--- src/rtl/irq_controller.sv ---
// -----------------------------------------------------------------------------
// irq_controller
//
// Parametrised interrupt controller sitting between SoC peripherals and the
// CPU control unit. Each channel can capture rising edges or follow a level.
// Channels are masked per line and globally. Lower channel numbers have higher
// priority. Nested in-service tracking blocks equal- and lower-priority
// channels while a handler runs. A registered request/acknowledge handshake
// presents a stable vector address. Acknowledge also sends a one-cycle clear
// pulse back to the peripheral that was served.
//
// Ports
//   clk             system clock, rising edge
//   reset           synchronous, active-high reset
//   irq_in          raw request lines (already synchronous to clk)
//   irq_edge_mode   per channel: 1 = rising-edge capture, 0 = level
//   irq_mask        per channel: 1 = enabled
//   global_ie       CPU interrupt-enable flag
//   irq_req         registered request to the control unit
//   irq_id          latched channel number of current/last request
//   irq_vector      latched vector address
//   irq_ack         one-cycle pulse: CPU takes the vector
//   irq_clr         one-hot, one-cycle clear pulse to the acknowledged channel
//   irq_eoi         one-cycle end-of-interrupt pulse
//   irq_pending     pending register
//   irq_in_service  in-service register
//   irq_active      OR-reduction of irq_in_service
// -----------------------------------------------------------------------------
module irq_controller #(
  parameter int                    NUM_IRQ       = 4,
  parameter int                    ADDR_WIDTH    = 16,
  parameter logic [ADDR_WIDTH-1:0] VECTOR_BASE   = 16'h0004,
  parameter logic [ADDR_WIDTH-1:0] VECTOR_STRIDE = 16'h0004,
  localparam int                   ID_WIDTH      = (NUM_IRQ > 1) ? $clog2(NUM_IRQ) : 1
) (
  input  logic                  clk,
  input  logic                  reset,
  input  logic [NUM_IRQ-1:0]    irq_in,
  input  logic [NUM_IRQ-1:0]    irq_edge_mode,
  input  logic [NUM_IRQ-1:0]    irq_mask,
  input  logic                  global_ie,
  output logic                  irq_req,
  output logic [ID_WIDTH-1:0]   irq_id,
  output logic [ADDR_WIDTH-1:0] irq_vector,
  input  logic                  irq_ack,
  output logic [NUM_IRQ-1:0]    irq_clr,
  input  logic                  irq_eoi,
  output logic [NUM_IRQ-1:0]    irq_pending,
  output logic [NUM_IRQ-1:0]    irq_in_service,
  output logic                  irq_active
);

  typedef enum logic {S_IDLE, S_REQ} state_t;

  state_t                r_state;
  state_t                w_state_next;
  logic [NUM_IRQ-1:0]    r_prev;
  logic [NUM_IRQ-1:0]    r_pending;
  logic [NUM_IRQ-1:0]    r_in_service;
  logic [NUM_IRQ-1:0]    r_clr;
  logic                  r_req;
  logic [ID_WIDTH-1:0]   r_id;
  logic [ADDR_WIDTH-1:0] r_vector;

  logic [NUM_IRQ-1:0]    w_allow;
  logic [NUM_IRQ-1:0]    w_eligible;
  logic [NUM_IRQ-1:0]    w_id_onehot;
  logic [NUM_IRQ-1:0]    w_pending_next;
  logic [NUM_IRQ-1:0]    w_eoi_cleared;
  logic [NUM_IRQ-1:0]    w_in_service_next;
  logic [ID_WIDTH-1:0]   w_winner;
  logic [ADDR_WIDTH-1:0] w_vector;
  logic                  w_any;
  logic                  w_take;
  logic                  w_latch;

  genvar gi;
  generate
    for (gi = 0; gi < NUM_IRQ; gi++) begin : g_chan
      // A channel may interrupt only if no in-service bit exists at its own
      // index or any higher-priority (lower) index.
      assign w_allow[gi]     = ~|r_in_service[gi:0];
      assign w_id_onehot[gi] = (r_id == ID_WIDTH'(gi));
      // Edge channels: a new edge wins over a same-cycle acknowledge clear.
      // Level channels simply track the line.
      assign w_pending_next[gi] = irq_edge_mode[gi]
          ? ((irq_in[gi] & ~r_prev[gi]) | (r_pending[gi] & ~(w_take & w_id_onehot[gi])))
          : irq_in[gi];
    end
  endgenerate

  assign w_eligible = r_pending & irq_mask & {NUM_IRQ{global_ie}} & w_allow;
  assign w_any      = |w_eligible;

  // Lowest eligible index wins; scanning downward leaves the lowest one last.
  always_comb begin
    w_winner = '0;
    for (int i = NUM_IRQ - 1; i >= 0; i--) begin
      if (w_eligible[i]) w_winner = ID_WIDTH'(i);
    end
  end

  assign w_vector = VECTOR_BASE + ADDR_WIDTH'(w_winner) * VECTOR_STRIDE;

  // EOI retires the highest-priority handler (lowest set bit); the ack set is
  // applied on top so a same-cycle EOI and ack both take effect.
  assign w_eoi_cleared     = irq_eoi ? (r_in_service & (r_in_service - NUM_IRQ'(1)))
                                     : r_in_service;
  assign w_in_service_next = w_eoi_cleared | (w_take ? w_id_onehot : '0);

  always_comb begin
    w_state_next = r_state;
    w_take       = 1'b0;
    w_latch      = 1'b0;
    case (r_state)
      S_IDLE: begin
        if (w_any) begin
          w_state_next = S_REQ;
          w_latch      = 1'b1;
        end
      end
      S_REQ: begin
        if (irq_ack) begin
          w_state_next = S_IDLE;
          w_take       = 1'b1;
        end else if (~|(w_eligible & w_id_onehot)) begin
          // Latched channel lost eligibility: withdraw quietly.
          w_state_next = S_IDLE;
        end
      end
      default: w_state_next = S_IDLE;
    endcase
  end

  always_ff @(posedge clk) begin
    // prev follows the line even in reset so a line already high at release
    // does not look like an edge.
    r_prev <= irq_in;
    if (reset) begin
      r_state      <= S_IDLE;
      r_pending    <= '0;
      r_in_service <= '0;
      r_req        <= 1'b0;
      r_clr        <= '0;
      r_id         <= '0;
      r_vector     <= VECTOR_BASE;
    end else begin
      r_state      <= w_state_next;
      r_pending    <= w_pending_next;
      r_in_service <= w_in_service_next;
      r_req        <= (w_state_next == S_REQ);
      r_clr        <= w_take ? w_id_onehot : '0;
      if (w_latch) begin
        r_id     <= w_winner;
        r_vector <= w_vector;
      end
    end
  end

  assign irq_req        = r_req;
  assign irq_id         = r_id;
  assign irq_vector     = r_vector;
  assign irq_clr        = r_clr;
  assign irq_pending    = r_pending;
  assign irq_in_service = r_in_service;
  assign irq_active     = |r_in_service;

endmodule

--- config.mk ---
export PLATFORM = sky130hd
export DESIGN_NAME = irq_controller
export DESIGN_NICKNAME = d
export VERILOG_FILES = /design/src/rtl/irq_controller.sv
export SDC_FILE = /design/constraint.sdc
export NUM_CORES = 1
export LEC_CHECK = 0
export CAP_MARGIN = 25
export CORE_ASPECT_RATIO = 1.4
export CORE_MARGIN = 5
export CORE_UTILIZATION = 24
export CTS_CLUSTER_DIAMETER = 100
export DETAILED_ROUTE_END_ITERATION = 8
export PLACE_DENSITY = 0.51
export SETUP_SLACK_MARGIN = 0.4
export SKIP_CTS_REPAIR_TIMING = 1
export SLEW_MARGIN = 25
export SYNTH_ARGS = -nofsm -noshare
export SYNTH_HDL_FRONTEND = slang
export SYNTH_SLANG_ARGS = --single-unit
--- constraint.sdc ---
create_clock -name clk -period 4.1 [get_ports clk]
set_input_delay 0.615 -clock clk [delete_from_list [all_inputs] [get_ports clk]]
set_output_delay 0.615 -clock clk [all_outputs]
set_load 0.03 [all_outputs]
**Word level (Yosys, flattened, before mapping)**

Index checks and enable logic that the tools add are counted.

- Add/sub/neg operators: 2
- Eq/ne operators: 3
- Muxes and demuxes: 17
- Bitwise gates (word level): 31
- Reduce and logical (&&, ||, !) cells: 10

Operator list:

| cell | number |
|---|---|
| 4-bit bitwise AND | 5 |
| 1-bit bitwise AND | 12 |
| 4-bit OR reduction | 3 |
| 1-bit two-way mux | 10 |
| 1-bit inverter | 9 |
| 2-bit two-way mux | 4 |
| 4-bit two-way mux | 2 |
| 3-bit by 4-bit adder with 5-bit output, first input constant | 1 |
| 2-bit == test, second input constant | 2 |
| 1-bit logical NOT | 4 |
| 1-bit bitwise OR | 4 |
| 4-bit bitwise OR | 1 |
| 4-bit by 1-bit subtractor with 4-bit output, second input constant | 1 |
| 3-bit OR reduction | 1 |
| 2-bit by 1-bit == test with 1-bit output, second input constant | 1 |
| 2-bit logical NOT | 1 |
| 1-bit case mux with 2 select lines | 1 |
| 2-bit OR reduction | 1 |

- Bits in registers: 35
- Output and inout bits: 32
- Word-level logic and storage cells: 70

**Depth between registers and ports, before layout**

Gate-level depths: netlist of the first run.

- Depth in word-level cells: 8
- Depth in mapped cells: 7
- Depth with buffers taken out: 7

**Least setup slack after synthesis of the first run**

OpenSTA, ideal clock, no wires.

- Kind: reg-to-reg
- From: reg r_in_service[0] (netlist: irq_in_service[0])
- To: reg r_vector[3] (netlist: irq_vector[3])
- Data arrival time: 1728 ps
- Slack: 2244 ps
- Stages on the path, launching flop included: 8
- Buffers on the path: 0
- Cells stage by stage: dfxtp_1 nor4_2 nand4_2 o21ai_0 and2_1 ha_1 nand2_1 mux2i_1

- Longest elaborated chain between the ends: 8
- Elaborated cells between the ends (all ways): 16
- Those cells by class: add/sub: 1; mux: 6; bitwise: 1; reduce/logical: 8

Ends and longest elaborated chain:

| item | RTL line | source |
|---|---|---|
| from (decl) | 59 | `logic [NUM_IRQ-1:0] r_in_service;` |
| from (signal assigned) | 150 | `r_in_service <= w_in_service_next;` |
| 4-bit OR reduction | 82 | `assign w_allow[gi] = ~\|r_in_service[gi:0];` |
| 1-bit logical NOT | 82 |  |
| 4-bit bitwise AND (*) | 92 | `assign w_eligible = r_pending & irq_mask & {NUM_IRQ{global_ie}} & w_allow;` |
| 2-bit two-way mux (3 in series) | 99 | `if (w_eligible[i]) w_winner = ID_WIDTH'(i);` |
| 2-bit two-way mux (*) | 99 |  |
| net w_winner[0] | 71 | `logic [ID_WIDTH-1:0] w_winner;` |
| 3-bit by 4-bit adder with 5-bit output (*) | 103 | `assign w_vector = VECTOR_BASE + ADDR_WIDTH'(w_winner) * VECTOR_STRIDE;` |
| net w_vector[3] | 72 | `logic [ADDR_WIDTH-1:0] w_vector;` |
| to (signal assigned) | 155 | `r_vector <= w_vector;` |
| to (decl) | 63 | `logic [ADDR_WIDTH-1:0] r_vector;` |

Mark *: on every way through the listed nets, which the timed path passes. The rest lies on a longest branch.
A chain may end at the register's enable or synchronous reset.

**Worst setup path after layout of the first run**

- From: reg r_in_service[0] (netlist: irq_in_service[0])
- To: out irq_active

- Longest elaborated chain between the ends: 1

Ends and longest elaborated chain:

| item | RTL line | source |
|---|---|---|
| 4-bit OR reduction | 166 | `assign irq_active = \|r_in_service;` |
| to (decl) | 50 | `output logic irq_active` |

Every way passes these cells.

==> results of run 1 <==
-- cell families (layout without fill, tap and decap cells) --
logic type / Yosys count / count (layout) / share of synthesized area (%)
buffers and inverters: 19 / 42 / 12.1
flip-flops: 22 / 22 / 44.4
AND/OR/NAND/NOR: 42 / 42 / 21.7
adder cells (fa/ha/maj): 1 / 1 / 1.26
AO/OA/AOI/OAI: 20 / 20 / 15.9
multiplexers: 3 / 3 / 4.29
other: 1 / 13 / 0.378
-- Yosys cell counts, drive strengths merged (2+ instances only) --
library cell,number,area (sq um)
dfxtp,22,440
nand2,15,56.3
buf,14,101
nor2,9,33.8
nand4,4,31.3
a21oi,3,15.0
a31o,3,26.3
a32oi,3,26.3
inv,3,11.3
nand3,3,15.0
and3,2,12.5
clkbuf,2,7.51
mux2i,2,20.0
nor4,2,18.8
o21ai,2,10.0
-- routing by layer --
layer	track usage (%)	share of wire, %
met5	0	0
met4	5.77	2.2
met3	1.70	5.7
met2	15.7	49
met1	11.7	43
-- path summary, 6_finish.rpt --
path / endpoint / slack [ns] / cells after the start
setup / recovery: irq_active / 1.73 / 3
hold / removal: irq_vector[3] / 0.47 / 2
setup reg to reg: irq_vector[3] / 2.10 / 7
hold reg to reg: irq_vector[3] / 0.47 / 2
-- power groups by stage --
stage	clock network [mW]	registers, mW	logic, mW
6_report	0.203	0.232	0.0862
5_1_grt	0.216	0.234	0.0926
4_1_cts	0.210	0.232	0.0863
3_5_place_dp	0	0.237	0.0858
3_3_place_gp	0	0.237	0.0858
2_1_floorplan	0	0.244	0.0503
-- critical path: stages (launching register included) --
cell and delay, ns:
dfxtp_1 0.39, nor4_2 0.41, inv_1 0.08, clkdlybuf4s50_1 0.60
-- flip-flops by register name, summed over array words and instances (netlist names) --
| register | cells |
|---|---|
| irq_in_service | 4 |
| irq_vector | 3 |
| r_prev | 4 |
| irq_req | 1 |
| irq_pending | 4 |
| irq_clr | 4 |
| irq_id | 2 |
-- stage by stage --
step	power [mW]	instance area (sq um)	setup slack, ns
after floorplan	0.295	1040	2.24
after global placement	0.323	1330	1.81
after detailed placement	0.323	1330	1.76
after CTS	0.528	1400	1.71
after global routing	0.542	1400	1.67
final	0.521	1400	1.73
-- layout make-up --
| type | count | area [sq um] | share of cell area (%) |
|---|---|---|---|
| Sequential cell | 22 | 440 | 31.4 |
| Inverter | 3 | 11.3 | 0.802 |
| Tap cell | 43 | 53.8 | 3.83 |
| Clock buffer | 3 | 41.3 | 2.94 |
| Clock inverter | 1 | 30.0 | 2.14 |
| Timing Repair Buffer | 35 | 350 | 25.0 |
| Multi-Input combinational cell | 79 | 477 | 34.0 |
==> impl_metrics.ini, run 1 <==
[outcome]
status = finished clean

[die]
row_count = 27
fp.dieH_um = 86.1
fp.coreArea_sq_um = 3990
fp.dieArea_sq_um = 5540
num_io_pins = 49
initial_core_util_pct = 24.9
die_x_um = 64.3

[synth]
yosys.cell_types.count = 37
ys_ff_latch = 22
synth_area_per_cell_sq_um = 9.19
synthArstFlopShare_pct = 0
synth_cells = 108
synth_warnings = 0
synth_edf_count = 0
synthFlopType = dfxtp_1
yosysSeqAreaShare_pct = 44.4
synth_area_sq_um = 992

[sta]
finalHoldViolCount = 0
slew_headroom_pct = 65.8
slew_violations = 0
whs_ns = 0.469
setup_viol = 0
max_freq_ghz = 0.423
finClkSkew_ns = 0.00685
tightest_slew_ns = 0.512
period_minus_slack_ns = 2.37
rsz0062_at_grt = false
setup_tns_ns = 0
post-route-period-util_pct = 57.7

[routing]
ant_nets = 0
drtIter0Drc = 29
drc = 0
drt-total-wl_um = 2600
routedWlPerCell_um = 14.0
viasPerCell = 4.66
vias = 866
drt_pass1_iterations = 4

[pwr]
intPower_mw = 0.388
pwr-share-clk_pct = 38.9
ir_drop_v = 0.000150
power_frac_comb_pct = 16.6
powerDensity_nw_per_um2 = 371
p_switching_mw = 0.133
switching_share_pct = 25.6
p_seq_share_pct = 44.5
cellLeakagePower_nw = 0.556

[placement]
place.gp.congestion = 0.774
io_buffers = 35
hpwl_um = 2050
place_inst = 182

[min_path]
hold_path.startpoint = irq_vector[3]
hp-class = register to register

[cts]
cts_root_buf = clkbuf_8
clock_path_buffers = 2
numClockSinks = 22
cts_tree = yes
htree_levels = 1
insertion_delay_ns = 0.26
cts_buffers = 3
cts.clk_slew.worst_paths_ns = 0.09

[setup_path]
path_class = register to output port
regToRegStartpoint = irq_in_service[0]
cp-end-kind = output port
crit_path_start = irq_in_service[0]
required_ns = 3.48
critPathMaxFanout = 8
critPathLaunchType = register
cp_data_arrival_time_ns = 1.75

[cells_and_area]
layout.cells.non_filler = 186
final_common_cell = clkdlybuf4s50_1
fillCellCount = 424
drive_gt1_share_pct = 8.39
synthToLayoutAreaGrowth_pct = 41.5
antennaDiodeCount = 0
finish.utilization_pct = 35.2
final_cell_mix = 35 x clkdlybuf4s50_1, 22 x dfxtp_1, 15 x nand2_1
nets = 162

[grt]
grt_max_degree = 14
groute.usage.overall_pct = 9.63
grt_pass1_vias = 872
overflow = 0
antenna_found_initial = 0
grt_pass1_wl_um = 4210

[flow_run]
max_cap_violations = 0
Power figures use the tool's default switching activity.
==> inputs of run 2 (changes only) <==
==> constraint.sdc (replaced) <==
create_clock -name clk -period 2.4 [get_ports clk]
set_input_delay 0.36 -clock clk [delete_from_list [all_inputs] [get_ports clk]]
set_output_delay 0.36 -clock clk [all_outputs]
set_load 0.03 [all_outputs]
==> run 2 against run 1 <==
Compared with the run above:
- first-iteration DRC count down 10%
- sequential power up 71%
- sequential cell count unchanged
- count of clock-buffer cells in the layout unchanged
- cell count up 0.54%
- sequential share of layout area up 0.061 points
- critical path type unchanged
- critical endpoint is now irq_req
- highest routed layer unchanged
==> impl_metrics.ini, run 2 (synthesis gave the netlist of run 1 again) <==
[grt]
overflow = 0
grt_pass1_vias = 919
antenna_found_initial = 0
grt_max_degree = 13
groute.usage.overall_pct = 9.97
grt_pass1_wl_um = 4390

[cells_and_area]
antennaDiodeCount = 0
fin_area_sq_um = 1410
final_cell_mix = 34 x clkdlybuf4s50_1, 21 x dfxtp_1, 15 x nand2_1
finish.utilization_pct = 35.2
synthToLayoutAreaGrowth_pct = 41.6
nets = 164
final_common_cell = clkdlybuf4s50_1
drive_gt1_share_pct = 10.4

[sta]
slew_violations = 0
setup_viol = 0
finalHoldViolCount = 0
period_minus_slack_ns = 1.89
max_freq_ghz = 0.529
setup_tns_ns = 0
post-route-period-util_pct = 78.8
finClkSkew_ns = 0.00291
fin_ws_ns = 0.509
rsz0062_at_grt = false

[setup_path]
max_stage_delay_ns = 0.75
path_class = register to output port
required_ns = 2.04
critPathMaxFanout = 10
critPathLaunchType = register
critical_path.top_delay_family = buffers and inverters
cp_data_arrival_time_ns = 1.53
ff2ff_setup_slack_ns = 0.57
crit_slowest_cell = clkdlybuf4s50_1
cp-end-kind = output port
crit_buf_inv = 1
crit_chain = clkdlybuf4s50_1

[routing]
ant_nets = 0
vias = 901
drt-total-wl_um = 2690
drt_pass1_iterations = 4
drc = 0
viasPerCell = 4.82
routedWlPerCell_um = 14.4
drtIter0Drc = 26

[die]
die_x_um = 64.3
num_io_pins = 49
initial_core_util_pct = 24.9
row_count = 27
fp.dieH_um = 86.1
fp.dieArea_sq_um = 5540
fp.coreArea_sq_um = 3990

[cts]
numClockSinks = 22
cts.clk_slew.worst_paths_ns = 0.08
insertion_delay_ns = 0.26
htree_levels = 1
clock_path_buffers = 2
cts_buffers = 3
cts_tree = yes
cts_root_buf = clkbuf_8

[placement]
detailed_place.area_sq_um = 1340
io_buffers = 35
place_ws_ns = 0.300
hpwl_um = 2140
place.gp.congestion = 0.774

[min_path]
hp-class = register to register

[flow_run]
max_cap_violations = 0

[outcome]
status = finished clean

[pwr]
ir_drop_v = 0.000263
powerDensity_nw_per_um2 = 548
cellLeakagePower_nw = 0.578
-- run 2: changes by cell type in the layout (fill, tap and decap cells not counted), sizes merged --
cell / previous run / this run
dlymetal6s2s: 0 / 1
bufinv: 1 / 0
clkdlybuf4s50: 35 / 34
buf: 0 / 2
-- run 2: final cells by class --
type	count	area [sq um]
fill	422	2580
sequential	22	442
timing repair buffer	37	368
multi-input combinational	79	489
clock buffer	3	41.3
inverter	3	11.3
tap	43	53.8
-- run 2: routing by layer --
layer / share of wire (%) / GRT usage, % / wire length (um)
met4: 1.3 / 4.62 / 36
met3: 6.6 / 1.97 / 177
met2: 51 / 16.9 / 1360
met5: 0 / 0 / 0
met1: 41 / 12.0 / 1120
-- run 2: power by group --
part / switching, mW / leakage [nW] / internal (mW)
clock: 0.111 / 0.0216 / 0.112
combinational: 0.0875 / 0.375 / 0.0631
sequential: 0.0178 / 0.181 / 0.379
total: 0.217 / 0.578 / 0.554
-- run 2: path summary, 6_finish.rpt --
path | start | end | cells past startpoint
min reg2reg | irq_vector[4] | irq_vector[4] | 2
max | irq_req | irq_req | 1
min | irq_vector[4] | irq_vector[4] | 2
max reg2reg | irq_in_service[0] | irq_vector[3] | 7
-- run 2: metrics by stage --
| step | power, mW | hold slack (ns) | std cells |
|---|---|---|---|
| finish | 0.771 | 0.464 | 187 |
| global route | 0.813 | 0.500 | 187 |
| CTS | 0.781 | 0.472 | 186 |
| detailed placement | 0.554 | 0.457 | 183 |
| global placement | 0.553 | 0.450 | 183 |
| floorplan | 0.503 | 0.388 | 120 |
